==> src/rtl/stage_sequencer_pkg.sv <==
// Shared definitions for the stage sequencer.
//   - FSM state encoding (3-bit, legacy-compatible localparams)
//   - stage index constants for the 12-stage drawing pipeline
//   - default stage count
package stage_sequencer_pkg;

  localparam int NUM_STAGES_DEF = 12;

  localparam logic [2:0] ST_IDLE   = 3'd0;
  localparam logic [2:0] ST_START  = 3'd1;
  localparam logic [2:0] ST_RUN    = 3'd2;
  localparam logic [2:0] ST_GAP    = 3'd3;
  localparam logic [2:0] ST_FINISH = 3'd4;
  localparam logic [2:0] ST_ERROR  = 3'd5;

  localparam logic [3:0] STG_CLEAR     = 4'd0;
  localparam logic [3:0] STG_GET_INPUT = 4'd1;
  localparam logic [3:0] STG_PARSE     = 4'd2;
  localparam logic [3:0] STG_LAYOUT    = 4'd3;
  localparam logic [3:0] STG_EDIT      = 4'd4;
  localparam logic [3:0] STG_ROUTE     = 4'd5;
  localparam logic [3:0] STG_PLACE     = 4'd6;
  localparam logic [3:0] STG_WIRE      = 4'd7;
  localparam logic [3:0] STG_LABEL     = 4'd8;
  localparam logic [3:0] STG_CHECK     = 4'd9;
  localparam logic [3:0] STG_SCALE     = 4'd10;
  localparam logic [3:0] STG_DRAW      = 4'd11;

endpackage

==> src/rtl/stage_watchdog.sv <==
// Per-stage watchdog counter.
//   clk, reset : clock, synchronous active-high reset
//   clear      : zero the counter (issued when a stage is started)
//   enable     : count this cycle (stage running and not interactive)
//   expire     : counter has reached LIMIT-1 while enabled
// The counter stops at LIMIT-1 so it can never wrap back to a safe value.
module stage_watchdog #(
  parameter logic [23:0] LIMIT = 24'd16_000_000
) (
  input  logic clk,
  input  logic reset,
  input  logic clear,
  input  logic enable,
  output logic expire
);

  logic [23:0] count;
  logic        at_limit;

  assign at_limit = (count == LIMIT - 24'd1);
  assign expire   = enable && at_limit;

  always_ff @(posedge clk) begin
    if (reset || clear) begin
      count <= '0;
    end else if (enable && !at_limit) begin
      count <= count + 24'd1;
    end
  end

endmodule

==> src/rtl/stage_sequencer.sv <==
// Sequencer that walks the drawing pipeline one stage at a time.
//   clk, reset         : clock, synchronous active-high reset
//   go                 : user key level; only its rising edge advances
//   stage_done         : per-stage completion flags (bit k from stage k)
//   program_initialize : idle, waiting for the first go
//   run                : one-hot (or zero) enable for the datapath mux
//   stage_start        : one-cycle start pulse to the selected stage
//   cur_stage          : active or last-run stage index
//   busy/finished/error: status flags
//   error_stage        : index of the stage whose watchdog expired
//   state_dbg          : current FSM state for observation
// Handshake: stage k is started by a one-cycle stage_start[k]; it holds
// run[k] until the sequencer samples stage_done[k] high in a RUN cycle.
// done is not looked at in the START cycle, and done bits of other stages
// are ignored. A GAP cycle with run=0 separates consecutive stages.
// All outputs are registered from the next-state values.
module stage_sequencer
  import stage_sequencer_pkg::*;
#(
  parameter int                    NUM_STAGES       = NUM_STAGES_DEF,
  parameter logic [23:0]           TIMEOUT          = 24'd16_000_000,
  parameter logic [NUM_STAGES-1:0] INTERACTIVE_MASK = NUM_STAGES'(12'b0000_0001_0010)
) (
  input  logic                  clk,
  input  logic                  reset,
  input  logic                  go,
  input  logic [NUM_STAGES-1:0] stage_done,
  output logic                  program_initialize,
  output logic [NUM_STAGES-1:0] run,
  output logic [NUM_STAGES-1:0] stage_start,
  output logic [3:0]            cur_stage,
  output logic                  busy,
  output logic                  finished,
  output logic                  error,
  output logic [3:0]            error_stage,
  output logic [2:0]            state_dbg
);

  localparam logic [3:0] LAST_STAGE = 4'(NUM_STAGES - 1);

  logic [2:0] state, state_d;
  logic [3:0] k, k_d;
  logic       go_q;
  logic       go_edge;
  logic       wd_clear, wd_enable, wd_expire;

  assign go_edge   = go && !go_q;
  assign wd_clear  = (state == ST_START);
  assign wd_enable = (state == ST_RUN) && !INTERACTIVE_MASK[k];
  assign state_dbg = state;

  stage_watchdog #(.LIMIT(TIMEOUT)) u_watchdog (
    .clk    (clk),
    .reset  (reset),
    .clear  (wd_clear),
    .enable (wd_enable),
    .expire (wd_expire)
  );

  always_comb begin
    state_d = state;
    k_d     = k;
    unique case (state)
      ST_IDLE: begin
        if (go_edge) begin
          state_d = ST_START;
          k_d     = STG_CLEAR;
        end
      end
      ST_START: state_d = ST_RUN;
      ST_RUN: begin
        // Completion takes priority over a watchdog expiry on the same cycle.
        if (stage_done[k]) state_d = ST_GAP;
        else if (wd_expire) state_d = ST_ERROR;
      end
      ST_GAP: begin
        if (k == LAST_STAGE) begin
          state_d = ST_FINISH;
        end else begin
          state_d = ST_START;
          k_d     = k + 4'd1;
        end
      end
      ST_FINISH: begin
        if (go_edge) begin
          state_d = ST_START;
          k_d     = STG_CLEAR;
        end
      end
      ST_ERROR: begin
        if (go_edge) state_d = ST_IDLE;
      end
      default: state_d = ST_IDLE;
    endcase
  end

  always_ff @(posedge clk) begin
    if (reset) begin
      state              <= ST_IDLE;
      k                  <= '0;
      go_q               <= 1'b1;  // a key held through reset must not start a run
      program_initialize <= 1'b1;
      run                <= '0;
      stage_start        <= '0;
      cur_stage          <= '0;
      busy               <= 1'b0;
      finished           <= 1'b0;
      error              <= 1'b0;
      error_stage        <= '0;
    end else begin
      state              <= state_d;
      k                  <= k_d;
      go_q               <= go;
      program_initialize <= (state_d == ST_IDLE);
      run                <= (state_d == ST_START || state_d == ST_RUN)
                            ? (NUM_STAGES'(1) << k_d) : '0;
      stage_start        <= (state_d == ST_START) ? (NUM_STAGES'(1) << k_d) : '0;
      cur_stage          <= k_d;
      busy               <= (state_d == ST_START || state_d == ST_RUN || state_d == ST_GAP);
      finished           <= (state_d == ST_FINISH);
      error              <= (state_d == ST_ERROR);
      if (state == ST_RUN && state_d == ST_ERROR) error_stage <= k;
    end
  end

endmodule

==> config.mk <==
export PLATFORM = sky130hd
export DESIGN_NAME = stage_sequencer
export DESIGN_NICKNAME = d
export VERILOG_FILES = /design/src/rtl/stage_sequencer_pkg.sv /design/src/rtl/stage_watchdog.sv /design/src/rtl/stage_sequencer.sv
export SDC_FILE = /design/constraint.sdc
export NUM_CORES = 1
export LEC_CHECK = 0
export ABC_CLOCK_PERIOD_IN_PS = 2100
export CORE_ASPECT_RATIO = 0.6
export CORE_UTILIZATION = 33
export CTS_CLUSTER_SIZE = 12
export DETAILED_ROUTE_END_ITERATION = 6
export MAX_ROUTING_LAYER = met4
export PLACE_DENSITY = 0.62
export SLEW_MARGIN = 15
export SYNTH_ARGS = -nofsm -noshare
export SYNTH_HDL_FRONTEND = slang
export SYNTH_SLANG_ARGS = --single-unit
==> constraint.sdc <==
create_clock -name clk -period 2.1 [get_ports clk]
set_clock_uncertainty 0.1 [all_clocks]
set_input_delay 0.42 -clock clk [delete_from_list [all_inputs] [get_ports clk]]
set_output_delay 0.42 -clock clk [all_outputs]
set_load 0.1 [all_outputs]
======== Word-level counts from Yosys, hierarchy flattened ========
Memory sizes are Yosys's and may differ from the RTL's. A register that Yosys moved wholly into a read port is not among the register bits.
Index checks and enable logic that the tools add are counted.
storage, ports and cells
  register bits after elaboration ......... 64
  ROM bits ................................ 16
  input port bits ......................... 15
  output and inout bits ................... 39
  word-level logic and storage cells ...... 59
  memories ................................ 1
memory list
  name             words  bits a word  rd ports  clocked after Yosys merged registers in  wr ports  line                   text
  (no name shown)  16     1            1         1                                        0         stage_sequencer.sv:49  assign wd_enable = (state == ST_RUN) && !INTERACTIVE_MASK[k];
cells by class
  add/sub/neg operators ................... 2
  $lt $le $gt $ge ......................... 1
  equality and inequality tests ........... 12
  shifts and indexed selects .............. 1
  muxes and demuxes ....................... 13
  bitwise gates (word level) .............. 2
  reductions and logical operators ........ 16
operators by type and width
  operator                 number
  $add A24 B1 Y24 const B  1
  $eq A24 B24 Y1 const B   1
  $mux W3                  5
  $pmux W3 S5              1
  $eq A3 B2 Y1 const B     4
  $eq A3 B3 Y1 const B     4
  $mux W4                  3
  $shl A1 B4 Y12 const A   1
  $pmux W4 S2              1
  $eq A3 B1 Y1 const B     2
  $logic_not A3 Y1         2
  $reduce_or A2 Y1         3
  $logic_and A1 B1 Y1      5
  $lt A4 B5 Y1 const B     1
  $add A4 B1 Y4 const B    1
  $bmux W1 S4              1
  $eq A4 B4 Y1 const B     1
  $logic_not A1 Y1         3
  $logic_or A1 B1 Y1       3
  $mux W1                  2
  $not A1 Y1               2

======== Depth between registers and ports, before layout ========
  depth in word-level cells ............... 12
  gate-level depth with buffers ........... 8
  mapped depth without buffers ............ 7

======== Modules after synthesis ========
From an unflattened synthesis, not the netlist that was laid out.
unflattened totals
  cells, all modules ...................... 329
  area total of the unflattened synthesis .. 3015.4 µm²
by module, submodules not included
  module           instances  cells an instance  area each (µm²)  sequential area each (µm²)
  stage_sequencer  1          189                1821.7           820.8
  stage_watchdog   1          140                1193.6           480.5

======== Worst setup path after synthesis ========
No wires, ideal clock.
  path type ............................... register to register
  from .................................... reg k[0]
  to ...................................... reg run[10]
  setup time .............................. 129 ps
  arrival time ............................ 2678 ps
  required time ........................... 1871 ps
  slack ................................... -807 ps
  cell stages (with the launch flop) ...... 9
  path buffers ............................ 2
  period minus slack after synthesis ...... 2907 ps
  cell sequence ........................... dfxtp_1 buf_4 mux4_2 nand2b_1 a21boi_2 a311oi_2 a21oi_2 buf_6 nor3_1
on the way
  longest elaborated chain between the ends .. 8
  elaborated cells on any way between the ends .. 16
  those cells by class .................... 1 x add/sub; 3 x eq/ne; 1 x shift; 8 x mux; 1 x bitwise; 2 x reduce/logical
ends and longest elaborated chain
  what                                                 line                    text
  start: declaration                                   stage_sequencer.sv:42   logic [3:0] k, k_d;
  start signal: assignment                             stage_sequencer.sv:112  k <= k_d;
  $bmux W1 S4                                          stage_sequencer.sv:73   if (stage_done[k]) state_d = ST_GAP;
  $mux W1 (implied by the code)                        stage_sequencer.sv:73
  $mux W3                                              stage_sequencer.sv:73
  $pmux W3 S5                                          stage_sequencer.sv:63   unique case (state)
  $eq A3 B1 Y1 / $eq A3 B2 Y1 (equally long branches)  stage_sequencer.sv:115  run <= (state_d == ST_START || state_d == ST_RUN)
  $logic_or A1 B1 Y1                                   stage_sequencer.sv:115
  $not A1 Y1 (no source line)                          --
  $reduce_or A2 Y1 (no source line)                    --
  end signal: assignment                               stage_sequencer.sv:115
  end: declaration                                     stage_sequencer.sv:29   output logic [NUM_STAGES-1:0] run,
Parallel ways exist; a longest one is shown, timed or not. The select of a mux whose other input is x is not followed.
A chain may end at the register's enable or synchronous reset.

======== Worst setup path after layout ========
  from .................................... reg state[1], in the netlist state_dbg[1]
  to ...................................... reg run[5]
on the way
  longest elaborated chain between the ends .. 10
  elaborated cells on any way between the ends .. 21
  those cells by class .................... 7 x eq/ne; 1 x shift; 6 x mux; 1 x bitwise; 6 x reduce/logical
ends and longest elaborated chain
  what                                                 line                                          text
  start: declaration                                   stage_sequencer.sv:41                         logic [2:0] state, state_d;
  start signal: assignment                             stage_sequencer.sv:111                        state <= state_d;
  $eq A3 B2 Y1                                         stage_sequencer.sv:49, stage_sequencer.sv:63
  $logic_and A1 B1 Y1                                  stage_sequencer.sv:49
  $logic_and A1 B1 Y1                                  stage_watchdog.sv:21                          assign expire = enable && at_limit;
  $mux W3                                              stage_sequencer.sv:74                         else if (wd_expire) state_d = ST_ERROR;
  $mux W3                                              stage_sequencer.sv:73
  $pmux W3 S5                                          stage_sequencer.sv:63
  $eq A3 B1 Y1 / $eq A3 B2 Y1 (equally long branches)  stage_sequencer.sv:115
  $logic_or A1 B1 Y1                                   stage_sequencer.sv:115
  $not A1 Y1 (no source line)                          --
  $reduce_or A2 Y1 (no source line)                    --
Parallel ways exist; a longest one is shown, timed or not.

==> impl_metrics.csv <==
group,metric,value,unit
yosys,syn_area_per_cell,9.34,um^2
critical_path,crit_type,"reg2reg",
floorplanning,die_area,9250,um^2
yosys,async_flop_share,0,%
cells_and_area,area_delta_synth_final,55.8,%
global_routing,grt_pass1_wl,11.9,mm
routing,drt_first_pass_iters,4,
timing,period_share,102,%
outcome,status,"finished, violations left",
global_routing,antenna_found_initial,0,
cts,h-tree-depth,3,
place,gp_routability_congestion,0.853,
cts,cts_buffers,9,
routing,ant_nets,0,
critical_path,critPathBufInv,2,
global_routing,track_usage,17.5,%
routing,drc,0,
timing,worst_slack,-0.0363,ns
place,dp_hpwl,5.66,mm
yosys,synth_top_area_share,44.5,%
timing,fmax,0.468,GHz
routing,drt_wl_total,7.73,mm
routing,via_per_inst,4.93,
place,place_area,3980,um^2
critical_path,crit_slowest_cell,"dfxtp_4",
cts,path_clk_slew,0.05,ns
yosys,syn_nets,330,
cells_and_area,multiInputGateArea,1720,um^2
cts,cts_tree,"built",
yosys,netlist_area,2920,um^2
worst_hold_path,hold_path.class,"in2reg",
routing,vias,2708,
critical_path,end_kind,"flop",
yosys,yosys.area.top_type,"dfxtp_1",
power_and_ir_drop,power,0.00303,W
cts,clk_latency,0.33,ns
timing,hold_viol_final,0,
floorplanning,die_y,74.9,um
yosys,syn_inst,313,
power_and_ir_drop,power.density,665,nW/um^2
global_routing,first_global_vias,2339,
floorplanning,ios,54,
critical_path,cp.required,2.26,ns
yosys,synth-seq-cells,65,
yosys,yosysSeqAreaShare,44.5,%
critical_path,crit_chain,"buf_4 -> nand3b_1 -> nor2_2 -> a21oi_1 -> o311ai_2 -> buf_4 -> nand3b_1 -> nor3_2",
floorplanning,fp.dieW,124,um
timing,worst_pin_slew,0.604,ns
timing,min_period,2.14,ns
yosys,yosys_warnings,0,
cells_and_area,fillers,742,
routing,first_iter_violations,214,
timing,final.setup.tns,-0.274,ns
timing,relSlewSlack,59.4,%
yosys,synthDistinctLibCells,62,
cells_and_area,design_area,4560,um^2
critical_path,critPathTopFamily,"simple AND/OR/NAND/NOR gates",
timing,rsz0062_at_grt,"yes",
outcome,violations,"setup timing",
critical_path,slowest_delay,0.36,ns
power_and_ir_drop,ir_drop,0.000443,V
global_routing,overflow,0,
yosys,ys.flop_type,"dfxtp_1",
floorplanning,design.core.area,8560,um^2
floorplanning,initial_core_util,34.2,%
cells_and_area,num_antenna_cells,0,
routing,wl_per_cell,14.1,um
yosys,yosys-top-cells-area,"dfxtp_1 (45%), nor2_1 (6.9%), xor2_1 (5.1%)",
yosys,synth_enable_flop_cells,0,
floorplanning,rows,26,
critical_path,crit_fanout,7,
job,cap_violations,0,
place,io_buffers,53,
place,dp.cells,522,
timing,setup_viol,13,
power_and_ir_drop,p_leak,1.89,nW
cells_and_area,nNetsFinal,449,
critical_path,startpoint_type,"flop",
timing,slew_violations,0,
cells_and_area,seqCellArea,1330,um^2
cts,clock_sinks,65,
cts,cts-root-buf,"clkbuf_16",
cells_and_area,final_cell_mix,"buf_4 (97), dfxtp_1 (53), nor2_1 (51), xor2_1 (17), nand2_1 (16)",
critical_path,critical_path_arrival,2.29,ns
global_routing,grt_max_degree,25,
cells_and_area,drive_above_1_share,42.6,%
cells_and_area,final_cells,549,
cells_and_area,layout_commonest_cell,"buf_4",
cts,cts_buffer_depth,2,
[flip-flops by register name (all words and copies together) (netlist names), named ones only]
name,flops
busy,1
error,1
error_stage,4
finished,1
go_q,1
k,4
program_initialize,1
run,12
stage_start,12
state_dbg,3
u_watchdog.count,24
[synthesized netlist by cell type (all sizes together) (4+ instances only)]
library cell / n
nor3: 17
a21oi: 13
nor2: 54
buf: 5
nand3: 16
nand3b: 4
inv: 5
and2: 5
xnor2: 7
nand4: 7
clkbuf: 7
nand2b: 6
xor2: 17
nand2: 18
dfxtp: 65
and4: 7
mux2i: 9
a21o: 4
[cells by family after synthesis]
| family | Yosys count | synth area share, % |
|---|---|---|
| simple gates | 160 | 30.6 |
| flops | 65 | 44.5 |
| fa+ha+maj | 2 | 0.856 |
| mux | 11 | 4.62 |
| buf+inv | 17 | 2.70 |
| compound gates | 34 | 9.50 |
| xor+xnor | 24 | 7.19 |
[worst register-to-register path: cells and delay by family (launching register included)]
family	cells	cell delay, ns
AND/OR/NAND/NOR	4	0.88
AO/OA/AOI/OAI	2	0.42
flip-flops	1	0.36
buffers and inverters	2	0.32
[power by group]
group          leakage, nW  internal (W)  switching [W]
clock network        0.151       0.00101       0.000539
registers            0.532       0.00124     0.00000846
logic                 1.21     0.0000908       0.000140
[what timing repair did]
item                                    CTS  global route
gates cloned                              0             0
endpoints found under the setup margin   24            39
buffers inserted                          1            10
resized for setup                         9            38
pin swaps                                 3            27
hold buffers                              0             0
[per-stage QoR]
stage,util (%),hold WS [ns],setup slack [ns]
6_report,53.2,0.261,-0.0363
5_1_grt,53.2,0.281,-0.124
4_1_cts,50.9,0.429,-0.0138
3_5_place_dp,46.5,0.401,-0.443
3_3_place_gp,46.5,0.390,-0.380
2_1_floorplan,-,0.380,-0.204
[worst paths after layout]
check | startpoint | to | slack [ns] | cells after the start
setup / recovery | state_dbg[1] | run[5] | -0.04 | 8
hold / removal | go | go_q | 0.26 | 2
setup reg to reg | state_dbg[1] | run[5] | -0.04 | 8
hold reg to reg | u_watchdog.count[1] | u_watchdog.count[1] | 0.41 | 2
[layer usage]
metal / routed length, um / global-route usage (%) / part of all wire (%)
met3: 484 / 4.09 / 6.3
met4: 65 / 4.82 / 0.84
met2: 3010 / 21.4 / 39
met1: 4170 / 27.3 / 54
met5: 0 / - / 0
[area by class of cell]
class	instances	area share [%]
Clock buffer	12	5.85
Clock inverter	4	1.10
Inverter	5	0.412
Multi-Input combinational cell	231	37.7
Sequential cell	65	29.3
Tap cell	112	3.08
Timing Repair Buffer	120	22.6
(Power assumes the default switching activity.)
